===== src/rtl/mgt_01_pkg.sv =====
// Shared MicroGT-01 definitions.
// Default square-root widths and FSM state type.
package mgt_01_pkg;

    localparam int DATA_WIDTH_DEF = 24;
    localparam int OUT_WIDTH_DEF  = DATA_WIDTH_DEF / 2;

    typedef enum logic [1:0] {
        LOAD,
        ITER,
        DONE
    } nr_sqrt_state_t;

endpackage


===== src/rtl/mgt_01_nr_sqrt_step.sv =====
// One non-restoring square-root step.
// Consumes a radicand bit pair, yields next remainder and root.
module mgt_01_nr_sqrt_step #(
    parameter int OUT_WIDTH = 12
) (
    input  logic [OUT_WIDTH+1:0] r,
    input  logic [OUT_WIDTH-1:0] q,
    input  logic [1:0]           pair,
    output logic [OUT_WIDTH+1:0] r_next,
    output logic [OUT_WIDTH-1:0] q_next
);

    logic [OUT_WIDTH+1:0] p;

    assign p = {r[OUT_WIDTH-1:0], pair};

    // Subtract trial root when remainder is non-negative, else add back.
    always_comb begin
        r_next = '0;
        if (r[OUT_WIDTH+1]) begin
            r_next = p + {q, 2'b11};
        end else begin
            r_next = p - {q, 2'b01};
        end
        q_next = {q[OUT_WIDTH-2:0], ~r_next[OUT_WIDTH+1]};
    end

endmodule


===== src/rtl/mgt_01_nr_sqrt.sv =====
// Free-running iterative non-restoring integer square root.
// One root bit per enabled cycle; result pulses valid_o every OUT_WIDTH+2 cycles.
module mgt_01_nr_sqrt
    import mgt_01_pkg::*;
#(
    parameter int DATA_WIDTH = DATA_WIDTH_DEF,
    parameter int OUT_WIDTH  = DATA_WIDTH / 2
) (
    input  logic                  clk_i,
    input  logic                  rst_n_i,
    input  logic                  clk_en_i,
    input  logic [DATA_WIDTH-1:0] radicand_i,
    output logic [OUT_WIDTH-1:0]  root_o,
    output logic [OUT_WIDTH-1:0]  remainder_o,
    output logic                  valid_o
);

    localparam int RW = OUT_WIDTH + 2;
    localparam int CW = (OUT_WIDTH > 1) ? $clog2(OUT_WIDTH) : 1;

    nr_sqrt_state_t        state;
    logic [DATA_WIDTH-1:0] d;
    logic [RW-1:0]         r;
    logic [OUT_WIDTH-1:0]  q;
    logic [CW-1:0]         cnt;

    logic [1:0]            pair;
    logic [RW-1:0]         r_next;
    logic [OUT_WIDTH-1:0]  q_next;
    logic [RW-1:0]         r_fix;

    // Select radicand bit pair {d[2i+1], d[2i]} for the current step.
    assign pair = 2'(d >> {cnt, 1'b0});

    // Final correction: a negative remainder gets {Q,1} added back.
    assign r_fix = r[RW-1] ? (r + {1'b0, q, 1'b1}) : r;

    mgt_01_nr_sqrt_step #(
        .OUT_WIDTH (OUT_WIDTH)
    ) u_step (
        .r      (r),
        .q      (q),
        .pair   (pair),
        .r_next (r_next),
        .q_next (q_next)
    );

    // Sequencer: LOAD -> ITER x OUT_WIDTH -> DONE, frozen when clk_en_i is low.
    always_ff @(posedge clk_i or negedge rst_n_i) begin
        if (!rst_n_i) begin
            state       <= LOAD;
            d           <= '0;
            r           <= '0;
            q           <= '0;
            cnt         <= '0;
            root_o      <= '0;
            remainder_o <= '0;
            valid_o     <= 1'b0;
        end else if (clk_en_i) begin
            unique case (state)
                LOAD: begin
                    d       <= radicand_i;
                    r       <= '0;
                    q       <= '0;
                    cnt     <= CW'(OUT_WIDTH - 1);
                    valid_o <= 1'b0;
                    state   <= ITER;
                end
                ITER: begin
                    r <= r_next;
                    q <= q_next;
                    if (cnt == '0) begin
                        state <= DONE;
                    end else begin
                        cnt <= cnt - 1'b1;
                    end
                end
                DONE: begin
                    r           <= r_fix;
                    root_o      <= q;
                    remainder_o <= r_fix[OUT_WIDTH-1:0];
                    valid_o     <= 1'b1;
                    state       <= LOAD;
                end
                default: begin
                    state <= LOAD;
                end
            endcase
        end
    end

endmodule


===== config.mk =====
export PLATFORM = sky130hd
export DESIGN_NAME = mgt_01_nr_sqrt
export DESIGN_NICKNAME = d
export VERILOG_FILES = /design/src/rtl/mgt_01_pkg.sv /design/src/rtl/mgt_01_nr_sqrt_step.sv /design/src/rtl/mgt_01_nr_sqrt.sv
export SDC_FILE = /design/constraint.sdc
export NUM_CORES = 1
export LEC_CHECK = 0
export CAP_MARGIN = 5
export CORE_MARGIN = 3
export CORE_UTILIZATION = 40
export DETAILED_ROUTE_END_ITERATION = 8
export GPL_ROUTABILITY_DRIVEN = 0
export PLACE_DENSITY_LB_ADDON = 0.1
export SETUP_SLACK_MARGIN = 0.4
export SYNTH_ARGS = -nofsm -noshare
export SYNTH_HDL_FRONTEND = slang
export SYNTH_SLANG_ARGS = --single-unit

===== constraint.sdc =====
create_clock -name clk_i -period 3.99 [get_ports clk_i]
set_input_delay 0.798 -clock clk_i [delete_from_list [all_inputs] [get_ports clk_i]]
set_output_delay 0.798 -clock clk_i [all_outputs]
set_load 0.005 [all_outputs]

==> results of run 1 <==
==> routing by layer <==
layer | vias up | GRT usage | part of all wire
met4 | 0 | 0.06804 | 0.017
met2 | 93 | 0.2780 | 0.43
li1 | 1818 | - | -
met3 | 13 | 0.04319 | 0.055
met5 | - | 0 | 0
met1 | 1894 | 0.2713 | 0.49
==> path summary, 6_finish.rpt <==
kind | start | endpoint | slack [ns] | depth (start not counted)
max | cnt[0] | r[12] | 0.70 | 11
min | valid_o | valid_o | 0.47 | 2
max reg2reg | cnt[0] | r[12] | 0.70 | 11
min reg2reg | valid_o | valid_o | 0.47 | 2
max in group asynchronous | rst_n_i | cnt[1] | 2.68 | 2
min in group asynchronous | rst_n_i | remainder_o[1] | 0.49 | 1
==> cell type report <==
cell class | instances | area [sq um] | area share
timing repair buffer | 58 | 560.5 | 0.09528
clock inverter | 3 | 47.55 | 0.008082
clock buffer | 13 | 270.3 | 0.04594
inverter | 13 | 48.80 | 0.008294
tap | 143 | 178.9 | 0.03041
sequential | 81 | 2028 | 0.3447
multi-input combinational | 347 | 2749 | 0.4672
==> cells in the final DEF (no fill, tap or decap), drive strengths merged, types with 3 or more instances in the layout <==
| cell | Yosys | final |
|---|---|---|
| a32oi | 3 | 3 |
| mux2i | 8 | 8 |
| a211oi | 5 | 5 |
| inv | 13 | 13 |
| clkdlybuf4s50 | 0 | 50 |
| dfrtp | 81 | 81 |
| nand2b | 8 | 8 |
| a2111oi | 4 | 4 |
| nor2b | 3 | 3 |
| a22o | 13 | 13 |
| mux4 | 5 | 5 |
| a2bb2oi | 4 | 4 |
| a21o | 13 | 13 |
| nor2 | 16 | 16 |
| o21ai | 30 | 30 |
| a22oi | 6 | 6 |
| xnor2 | 21 | 21 |
| ha | 29 | 29 |
| clkbuf | 13 | 13 |
| a21oi | 30 | 30 |
| o21a | 3 | 3 |
| o21bai | 3 | 3 |
| nand2 | 32 | 32 |
| xor2 | 6 | 6 |
| a31oi | 4 | 4 |
| buf | 9 | 8 |
| nand3 | 11 | 11 |
| and3 | 4 | 4 |
| nor3 | 9 | 9 |
| mux2 | 45 | 45 |
==> worst min-delay path, stage by stage, from the launching register on <==
cell	delay, ns
dfrtp_1	0.34
nand2_1	0.05
nand2_1	0.05
==> power by group through the flow <==
stage          sequential (uW)  combinational (uW)  clock [uW]
3_5_place_dp              1400                2310           0
2_1_floorplan             1260                1830           0
4_1_cts                   1390                2330         905
6_report                  1390                2330         887
5_1_grt                   1430                2580         943
3_3_place_gp              1400                2280           0
==> registers in the layout, indices dropped and copies added, names as in the netlist <==
signal	flops
valid_o	1
state	2
root_o	12
d	24
r	14
remainder_o	12
q	12
cnt	4
==> per-stage QoR <==
stage | util | power (uW) | std cells
2_1_floorplan | - | 3091 | 463
5_1_grt | 0.5024 | 4949 | 658
6_report | 0.5024 | 4605 | 658
3_3_place_gp | 0.4751 | 3687 | 642
3_5_place_dp | 0.4751 | 3713 | 642
4_1_cts | 0.5022 | 4623 | 658
==> logic make-up after synthesis <==
| group | count (synthesis) | share of synthesized area |
|---|---|---|
| adders and majority gates | 30 | 0.07778 |
| DFF | 81 | 0.4118 |
| xor gates and xnor gates | 27 | 0.04804 |
| buffers and inverters | 35 | 0.02974 |
| muxes | 58 | 0.1421 |
| AOI/OAI and AO/OA | 134 | 0.1922 |
| and+or+nand+nor | 98 | 0.09837 |
==> what timing repair did <==
| item | in CTS | in global routing |
|---|---|---|
| buffers inserted | 0 | 0 |
| resized for setup | 0 | 1 |
| setup endpoints to repair | 0 | 1 |
| endpoints found under the hold margin | 0 | 0 |
==> metrics.log, run 1 <==
INFO  metric run_status = finished clean
INFO  metric design.die.area = 13670 sq um
INFO  metric share_of_yosys_cell_area_claimed_by_the_top_area_cell_type = 0.4118
INFO  metric setup_violations = 0
INFO  metric routedWlPerCell = 18.33 um
INFO  metric syn-num-nets = 520
INFO  metric dr.first_iter.drc_count = 232
INFO  metric total_switching_power = 1825 uW
INFO  metric die-height = 116.9 um
INFO  metric first_global_vias = 3677
INFO  metric timing.critical_path.cells = mux4_2 > mux2i_1 > o21a_1 > ha_1 > nor2b_1 > o21a_1 > o21ai_0 > a21oi_1 > and3_1 > a2111oi_0 > o21ai_0
INFO  metric netlist_instances = 463
INFO  metric detail_route.wirelength = 12060 um
INFO  metric dpl_worst_slack = 0.6424 ns
INFO  metric ys_async_sr_fraction = 1.000
INFO  metric synth_edf_count = 0
INFO  metric synth.ff_latch_count = 81
INFO  metric cts-root-buf = clkbuf_16
INFO  metric syn_std_cell_area = 4922 sq um
INFO  metric crit_required = 4.22 ns
INFO  metric crit_fanout = 11
INFO  metric timing_hold_violations_final = 0
INFO  metric synth-seq-area-share = 0.4118
INFO  metric internal_power = 2780 uW
INFO  metric synth.most_common_cell = dfrtp_1
INFO  metric worst-setup-path-type = reg2reg
INFO  metric global_route.usage.total = 0.1884
INFO  metric areaGrowthSynthToFinish = 19.52%
INFO  metric maximum_number_of_pins_on_one_net_before_global_route_repair = 58
INFO  metric hold_path.class = reg2reg
INFO  metric unrepaired_setup_endpoints_after_global_routing = no
INFO  metric fin_nets = 567
INFO  metric buffer_ports.inserted = 51
INFO  metric irDropWorstVdd = 0.3572 mV
INFO  metric final.min_clock_period = 3.287 ns
INFO  metric worst_slew_pin_slew = 1.072 ns
INFO  metric num_vias = 3818
INFO  metric power.switching_fraction = 0.3963
INFO  metric post-route-worst-setup-slack = 0.7034 ns
INFO  metric leakagePower = 0.002648 uW
INFO  metric synthDistinctLibCells = 62
INFO  metric worst_path_max_delay_cell = dfrtp_1
INFO  metric setup_tns = 0 ns
INFO  metric pwr-share-clk = 0.193
INFO  metric first_pass_iters = 5
INFO  metric std_cell_rows = 39
INFO  metric arrival = 3.51 ns
INFO  metric num_io_pins = 52
INFO  metric clk_path_buf_depth = 2
INFO  metric grt_antenna_before_repair = 0
INFO  metric netlist_top_cells_count = dfrtp_1 (81), mux2_2 (44), nand2_1 (31), a21oi_1 (29), ha_1 (29)
INFO  metric clock_tree_from_tritoncts = done
INFO  metric core_region_area = 11710 sq um
INFO  metric clock_latency = 0.36 ns
INFO  metric postPlaceCellArea = 5564 sq um
INFO  metric cp-end-kind = flip-flop
INFO  metric place_hpwl = 8735 um
INFO  metric power.combinational.fraction = 0.505
INFO  metric finish.instance_area = 5883 sq um
INFO  metric grt_overflow_total = 0
INFO  metric post-route-drc-count = 0
INFO  metric timing.max_cap.violations = 0
INFO  metric tightest_slew_margin_relative_to_the_limit = 0.2807
INFO  metric postSynthAreaPerCell = 10.63 sq um
INFO  metric die_w = 116.9 um
INFO  metric wire_length_of_the_first_global_routing_pass = 19610 um
INFO  metric count_of_filler_cells_inserted_in_the_layout = 1086
INFO  metric ys_top_cells_by_area = dfrtp_1 (41%), mux2_2 (10%), ha_1 (7.4%)
INFO  metric clock_sink_count = 81
INFO  metric achievable-frequency = 304.3 MHz
INFO  metric number_of_warning_messages_in_the_yosys_log = 0
INFO  metric initial_utilization = 0.4203
INFO  metric cts-hold-fix-buffers = 0
INFO  metric cts-buffers-inserted = 9
INFO  metric antennaDiodeCount = 0
INFO  metric clk_transition_reported_paths = 0.06 ns
INFO  metric seq_power_share = 0.302
INFO  metric final.hold.worst_slack = 0.4719 ns
INFO  metric slew_viol_final = 0
INFO  metric fin_worst_skew = 0.006951 ns
INFO  metric cp-start-kind = flip-flop
INFO  metric post_synth_top_area_cell = dfrtp_1
INFO  metric crit_family = compound AO/OA/AOI/OAI gates
INFO  metric avgViaCountPerCell = 5.802
INFO  metric drive_gt1_frac = 0.1573
INFO  metric ctsHtreeMaxLevel = 3
INFO  metric ant_nets = 0
INFO  metric period_utilisation_layout = 0.8237
INFO  metric main_synth_ff_type = dfrtp_1
INFO  metric cellPowerDensity = 782.8 nW/um^2
INFO  metric timing.critical_path.buf_inv = 0
INFO  metric worst_path_largest_cell_delay = 0.64 ns
(Power assumes the default switching activity.)
==> run 2: changes to the inputs <==
==> constraint.sdc (replaced) <==
create_clock -name clk_i -period 3 [get_ports clk_i]
set_input_delay 0.6 -clock clk_i [delete_from_list [all_inputs] [get_ports clk_i]]
set_output_delay 0.6 -clock clk_i [all_outputs]
set_load 0.005 [all_outputs]
==> run 2 against run 1 <==
Compared with the run above:
- core utilization up 2.5 points
- power up 47%
- first-iteration DRC count up 34%
- critical path type unchanged
- critical endpoint is now r[6]
- largest power group unchanged
==> metrics.log, run 2 (synthesis results as in run 1) <==
INFO  metric final.hold.worst_slack = 0.2720 ns (-0.1999 ns)
INFO  metric cp-start-kind = flip-flop
INFO  metric biggestRegsByFlops = d x24, r x14
INFO  metric wire_length_of_the_first_global_routing_pass = 20500 um (+4.5%)
INFO  metric setup_violations = 0 (unchanged)
INFO  metric achievable-frequency = 364.0 MHz (+20%)
INFO  metric grt_overflow_total = 0 (unchanged)
INFO  metric cts-buffers-inserted = 9 (unchanged)
INFO  metric post-route-drc-count = 0 (unchanged)
INFO  metric first_global_vias = 3912 (+6.4%)
INFO  metric grt_antenna_before_repair = 0 (unchanged)
INFO  metric seq_power_share = 0.265 (-0.037)
INFO  metric largest_reg_flops = 24 (unchanged)
INFO  metric timing.max_cap.violations = 0 (unchanged)
INFO  metric fin_nets = 591 (+4.2%)
INFO  metric timing_hold_violations_final = 0 (unchanged)
INFO  metric dpl_worst_slack = 0.08405 ns (-0.5584 ns)
INFO  metric ff_latch_area = 2031 sq um (+0.12%)
INFO  metric avgViaCountPerCell = 5.654 (-2.6%)
INFO  metric worst_path_max_delay_cell = mux4_2
INFO  metric irDropWorstVdd = 0.4013 mV (+12%)
INFO  metric fin_worst_skew = 0.006138 ns (-0.0008130 ns)
INFO  metric timing.critical_path.cells = mux4_2 > or2_4 > a32oi_4 > ha_2 > nor2b_1 > o21a_1 > o21ai_2 > buf_4 > nand2b_4 > a21oi_2 > xor2_1 > o21ai_1
INFO  metric worst_slew_pin_slew = 1.129 ns (+0.05749 ns)
INFO  metric clock_sink_count = 81 (unchanged)
INFO  metric die-height = 116.9 um (unchanged)
INFO  metric crit_required = 3.21 ns (-1.01 ns)
INFO  metric pwr-share-clk = 0.171 (-0.022)
INFO  metric first_pass_iters = 4 (-1)
INFO  metric ant_nets = 0 (unchanged)
INFO  metric unrepaired_setup_endpoints_after_global_routing = yes
INFO  metric cts-hold-fix-buffers = 0 (unchanged)
INFO  metric count_of_filler_cells_inserted_in_the_layout = 1091 (+0.46%)
INFO  metric power.combinational.fraction = 0.564 (+0.059)
INFO  metric cellPowerDensity = 1096 nW/um^2 (+40%)
INFO  metric timing.critical_path.buf_inv = 1 (+1)
INFO  metric hold_path.class = in2async
INFO  metric internal_power = 4111 uW (+48%)
INFO  metric core_region_area = 11710 sq um (unchanged)
INFO  metric areaGrowthSynthToFinish = 25.50%
INFO  metric period_utilisation_layout = 0.9159 (+0.09214)
INFO  metric report.power.total = 6772 uW (+47%)
INFO  metric buffer_ports.inserted = 51 (unchanged)
INFO  metric slew_viol_final = 0 (unchanged)
INFO  metric cp-end-kind = flip-flop
INFO  metric run_status = finished clean
INFO  metric post-route-worst-setup-slack = 0.2524 ns (-0.4509 ns)
INFO  metric clock_tree_from_tritoncts = done
INFO  metric worst_path_largest_cell_delay = 0.50 ns (-0.14 ns)
INFO  metric layout.cells.most_common = dfrtp_1
INFO  metric routedWlPerCell = 18.38 um (+0.27%)
INFO  metric drive_gt1_frac = 0.2338 (+0.07648)
INFO  metric std_cell_rows = 39 (unchanged)
INFO  metric multiInputGateArea = 2835 sq um (+3.1%)
INFO  metric final.min_clock_period = 2.748 ns (-0.5391 ns)
INFO  metric place_hpwl = 8926 um (+2.2%)
INFO  metric clk_transition_reported_paths = 0.06 ns (about the same)
INFO  metric num_vias = 3856 (+1.0%)
INFO  metric worst-setup-path-type = reg2reg
INFO  metric clk_path_buf_depth = 2 (unchanged)
INFO  metric initial_utilization = 0.4203 (unchanged)
INFO  metric cts-root-buf = clkbuf_16
INFO  metric num_io_pins = 52 (unchanged)
INFO  metric crit_fanout = 2 (-9)
INFO  metric design.die.area = 13670 sq um (unchanged)
INFO  metric die_w = 116.9 um (unchanged)
INFO  metric crit_family = compound AO/OA/AOI/OAI gates
INFO  metric antennaDiodeCount = 0 (unchanged)
INFO  metric tightest_slew_margin_relative_to_the_limit = 0.2421 (-0.03859)
INFO  metric arrival = 2.96 ns (-0.55 ns)
INFO  metric clock_latency = 0.35 ns (about the same)
INFO  metric ctsHtreeMaxLevel = 3 (unchanged)
INFO  metric leakagePower = 0.002780 uW (+5.0%)
INFO  metric dr.first_iter.drc_count = 311 (+34%)
INFO  metric global_route.usage.total = 0.1961 (+0.007706)
INFO  metric detail_route.wirelength = 12540 um (+3.9%)
INFO  metric register_name_with_the_most_flops = d
INFO  metric postLayoutCoreUtil = 0.5275 (+0.02511)
INFO  metric final_cell_mix = dfrtp_1 (78), clkdlybuf4s50_1 (50), mux2_2 (44)
INFO  metric total_switching_power = 2661 uW (+46%)
INFO  metric power.switching_fraction = 0.3930 (-0.003343)
INFO  metric setup_tns = 0 ns (unchanged)
INFO  metric maximum_number_of_pins_on_one_net_before_global_route_repair = 82 (+41%)
[run 2: through the flow]
stage / instance area [sq um] / cells
2_1_floorplan: 4980 / 463
3_3_place_gp: 5704 / 654
3_5_place_dp: 5704 / 654
4_1_cts: 6067 / 675
5_1_grt: 6177 / 682
6_report: 6177 / 682
[run 2: what timing repair did]
item / in CTS / in global routing
pin swaps: 8 / 6
setup buffers: 5 / 7
setup endpoints to repair: 6 / 9
resized for setup: 5 / 18
[run 2: final timing paths]
check	startpoint	depth (start not counted)	slack, ns	endpoint
setup / recovery	cnt[1]	12	0.25	r[6]
hold / removal	rst_n_i	2	0.27	remainder_o[0]
setup reg to reg	cnt[1]	12	0.25	r[6]
hold reg to reg	remainder_o[0]	2	0.48	remainder_o[0]
max in group asynchronous	rst_n_i	2	2.35	q[0]
min in group clk_i	remainder_o[0]	2	0.48	remainder_o[0]
[run 2: cell type report]
type                       instances  share of cell area
clock buffer                      11             0.04092
sequential                        81              0.3287
inverter                          13            0.007900
clock inverter                     5            0.009925
timing repair buffer              82              0.1246
tap                              143             0.02897
multi-input combinational        347              0.4590
[run 2: metal layers]
metal	wire, um	GRT usage	share of wire
met5	0	0	0
met4	192	0.07569	0.015
met3	498	0.04010	0.040
met2	5567	0.2890	0.44
met1	6278	0.2840	0.50
[run 2: power groups by stage]
stage | Combinational (uW) | Clock [uW] | Sequential (uW)
floorplan | 2540 | 0 | 1680
global placement | 3280 | 0 | 1820
detailed placement | 3350 | 0 | 1810
CTS | 3520 | 1190 | 1790
global route | 4170 | 1240 | 1850
finish | 3820 | 1160 | 1800
==> run 3: changes to the inputs <==
--- a/config.mk
+++ b/config.mk
@@ -6,7 +6,7 @@
 export NUM_CORES = 1
 export LEC_CHECK = 0
 export CAP_MARGIN = 5
-export CORE_MARGIN = 3
+export CORE_MARGIN = 2
 export CORE_UTILIZATION = 40
 export DETAILED_ROUTE_END_ITERATION = 8
 export GPL_ROUTABILITY_DRIVEN = 0
==> run 3 against run 2 <==
Compared with the run above:
- first-iteration DRC count fell by 31%
- core utilization fell by 1.8 points
- sequential share of layout area rose by 0.36 points
- clock skew rose by 0.0025 ns
- combinational power fell by 5.8%
- cell count rose by 0.29%
- fmax rose by 1.8%
- power fell by 4.6%
- cell area fell by 1.0%
- clock power fell by 10%
- count of clock-buffer cells in the layout rose by 3
==> metrics.log, run 3 (synthesis results as in run 1) <==
INFO  metric clk_path_buf_depth = 2 (unchanged)
INFO  metric cts-root-buf = clkbuf_16
INFO  metric timing.critical_path.cells = mux4_2 > or2_4 > a32oi_4 > ha_2 > nor2b_1 > o21a_1 > o21ai_4 > a21oi_4 > and3_4 > a2111oi_4 > o21ai_1
INFO  metric die_w = 114.9 um (-1.7%)
INFO  metric final.min_clock_period = 2.700 ns (-0.04754 ns)
INFO  metric arrival = 2.92 ns (-0.04 ns)
INFO  metric clock_latency = 0.35 ns (about the same)
INFO  metric avgViaCountPerCell = 5.766 (+2.0%)
INFO  metric worst-setup-path-type = reg2reg
INFO  metric clock_sink_count = 81 (unchanged)
INFO  metric fin_nets = 589 (-0.34%)
INFO  metric routedWlPerCell = 18.02 um (-2.0%)
INFO  metric worst_path_largest_cell_delay = 0.50 ns (about the same)
INFO  metric areaGrowthSynthToFinish = 24.22%
INFO  metric num_vias = 3944 (+2.3%)
INFO  metric largest_reg_flops = 24 (unchanged)
INFO  metric achievable-frequency = 370.4 MHz (+1.8%)
INFO  metric first_pass_iters = 5 (+1)
INFO  metric wire_length_of_the_first_global_routing_pass = 20130 um (-1.8%)
INFO  metric layout.cells.most_common = dfrtp_1
INFO  metric period_utilisation_layout = 0.9000 (-0.01585)
INFO  metric global_route.usage.total = 0.1997 (+0.003547)
INFO  metric setup_tns = 0 ns (unchanged)
INFO  metric dpl_worst_slack = 0.08763 ns (+0.003573 ns)
INFO  metric die-height = 114.9 um (-1.7%)
INFO  metric final.hold.worst_slack = 0.2363 ns (-0.03576 ns)
INFO  metric leakagePower = 0.002744 uW (-1.3%)
INFO  metric ant_nets = 0 (unchanged)
INFO  metric final_cell_mix = dfrtp_1 (77), clkdlybuf4s50_1 (50), mux2_2 (44)
INFO  metric setup_violations = 0 (unchanged)
INFO  metric cp-start-kind = flip-flop
INFO  metric initial_utilization = 0.4098 (-0.01051)
INFO  metric first_global_vias = 3839 (-1.9%)
INFO  metric register_name_with_the_most_flops = d
INFO  metric fin_worst_skew = 0.008639 ns (+0.002501 ns)
INFO  metric cp-end-kind = flip-flop
INFO  metric buffer_ports.inserted = 51 (unchanged)
INFO  metric dr.first_iter.drc_count = 215 (-31%)
INFO  metric timing_hold_violations_final = 0 (unchanged)
INFO  metric post-route-worst-setup-slack = 0.3000 ns (+0.04754 ns)
INFO  metric count_of_filler_cells_inserted_in_the_layout = 1083 (-0.73%)
INFO  metric cts-buffers-inserted = 9 (unchanged)
INFO  metric maximum_number_of_pins_on_one_net_before_global_route_repair = 46 (-44%)
INFO  metric clock_tree_from_tritoncts = done
INFO  metric unrepaired_setup_endpoints_after_global_routing = yes
INFO  metric grt_antenna_before_repair = 0 (unchanged)
INFO  metric worst_path_max_delay_cell = mux4_2
INFO  metric timing.max_cap.violations = 0 (unchanged)
INFO  metric cellPowerDensity = 1057 nW/um^2 (-3.6%)
INFO  metric post-route-drc-count = 0 (unchanged)
INFO  metric irDropWorstVdd = 0.3921 mV (-2.3%)
INFO  metric timing.critical_path.buf_inv = 0 (-1)
INFO  metric crit_family = compound AO/OA/AOI/OAI gates
INFO  metric design.die.area = 13210 sq um (-3.4%)
INFO  metric ctsHtreeMaxLevel = 3 (unchanged)
INFO  metric hold_path.class = in2async
INFO  metric drive_gt1_frac = 0.2179 (-0.01589)
INFO  metric crit_fanout = 4 (+2)
INFO  metric run_status = finished clean
INFO  metric worst_slew_pin_slew = 1.048 ns (-0.08159 ns)
INFO  metric std_cell_rows = 40 (+2.6%)
INFO  metric slew_viol_final = 0 (unchanged)
INFO  metric tightest_slew_margin_relative_to_the_limit = 0.2969 (+0.05476)
INFO  metric clk_transition_reported_paths = 0.06 ns (about the same)
INFO  metric core_region_area = 12010 sq um (+2.6%)
INFO  metric place_hpwl = 8886 um (-0.46%)
INFO  metric antennaDiodeCount = 0 (unchanged)
INFO  metric crit_required = 3.22 ns (about the same)
INFO  metric num_io_pins = 52 (unchanged)
INFO  metric grt_overflow_total = 0 (unchanged)
INFO  metric biggestRegsByFlops = d x24, r x14
INFO  metric detail_route.wirelength = 12330 um (-1.7%)
[run 3: cell types whose count changed in the layout (fill, tap and decap cells not counted), sizes merged]
cell	change
buf	-2
bufinv	-1
clkbuf	+3
clkinv	-2
clkinvlp	+1
inv	-1
[run 3: power breakdown]
group	leakage, uW	internal (uW)	switching (uW)
sequential	0.00104	1470	348
clock	0.000133	606	439
combinational	0.00157	1810	1790
[run 3: final cells by class]
class / count / area, sq um / area share
timing repair buffer: 80 / 742.0 / 0.1213
inverter: 13 / 48.80 / 0.007980
clock buffer: 14 / 264.0 / 0.04318
sequential: 81 / 2032 / 0.3323
tap: 147 / 183.9 / 0.03008
clock inverter: 2 / 12.51 / 0.002046
multi-input combinational: 347 / 2831 / 0.4631
[run 3: final timing paths]
check / startpoint / to / slack (ns) / depth (start not counted)
min: rst_n_i / remainder_o[4] / 0.24 / 1
max in group asynchronous: rst_n_i / r[13] / 2.12 / 2
min reg2reg: remainder_o[9] / remainder_o[9] / 0.47 / 1
max: cnt[1] / r[12] / 0.30 / 11
max reg2reg: cnt[1] / r[12] / 0.30 / 11
min in group clk_i: remainder_o[9] / remainder_o[9] / 0.47 / 1
[run 3: timing repair]
item | in CTS | in global routing
resized for setup | 6 | 13
hold buffers | 0 | 0
endpoints found under the setup margin | 6 | 10
pin swaps | 2 | 6
buffers inserted | 0 | 8
[run 3: through the flow]
| stage | util | std cells | cell area, sq um | power [uW] |
|---|---|---|---|---|
| 2_1_floorplan | - | 463 | 4980 | 4221 |
| 3_3_place_gp | 0.4755 | 660 | 5712 | 5097 |
| 3_5_place_dp | 0.4755 | 660 | 5712 | 5136 |
| 4_1_cts | 0.4997 | 676 | 6002 | 6252 |
| 5_1_grt | 0.5091 | 684 | 6115 | 6977 |
| 6_report | 0.5091 | 684 | 6115 | 6461 |
[run 3: per-layer routing]
layer / GRT usage / part of all wire / up-vias
met5: 0 / 0 / -
met4: 0.08835 / 0.023 / 0
met3: 0.03163 / 0.050 / 20
met2: 0.2875 / 0.45 / 107
met1: 0.2961 / 0.48 / 1959
li1: - / - / 1858
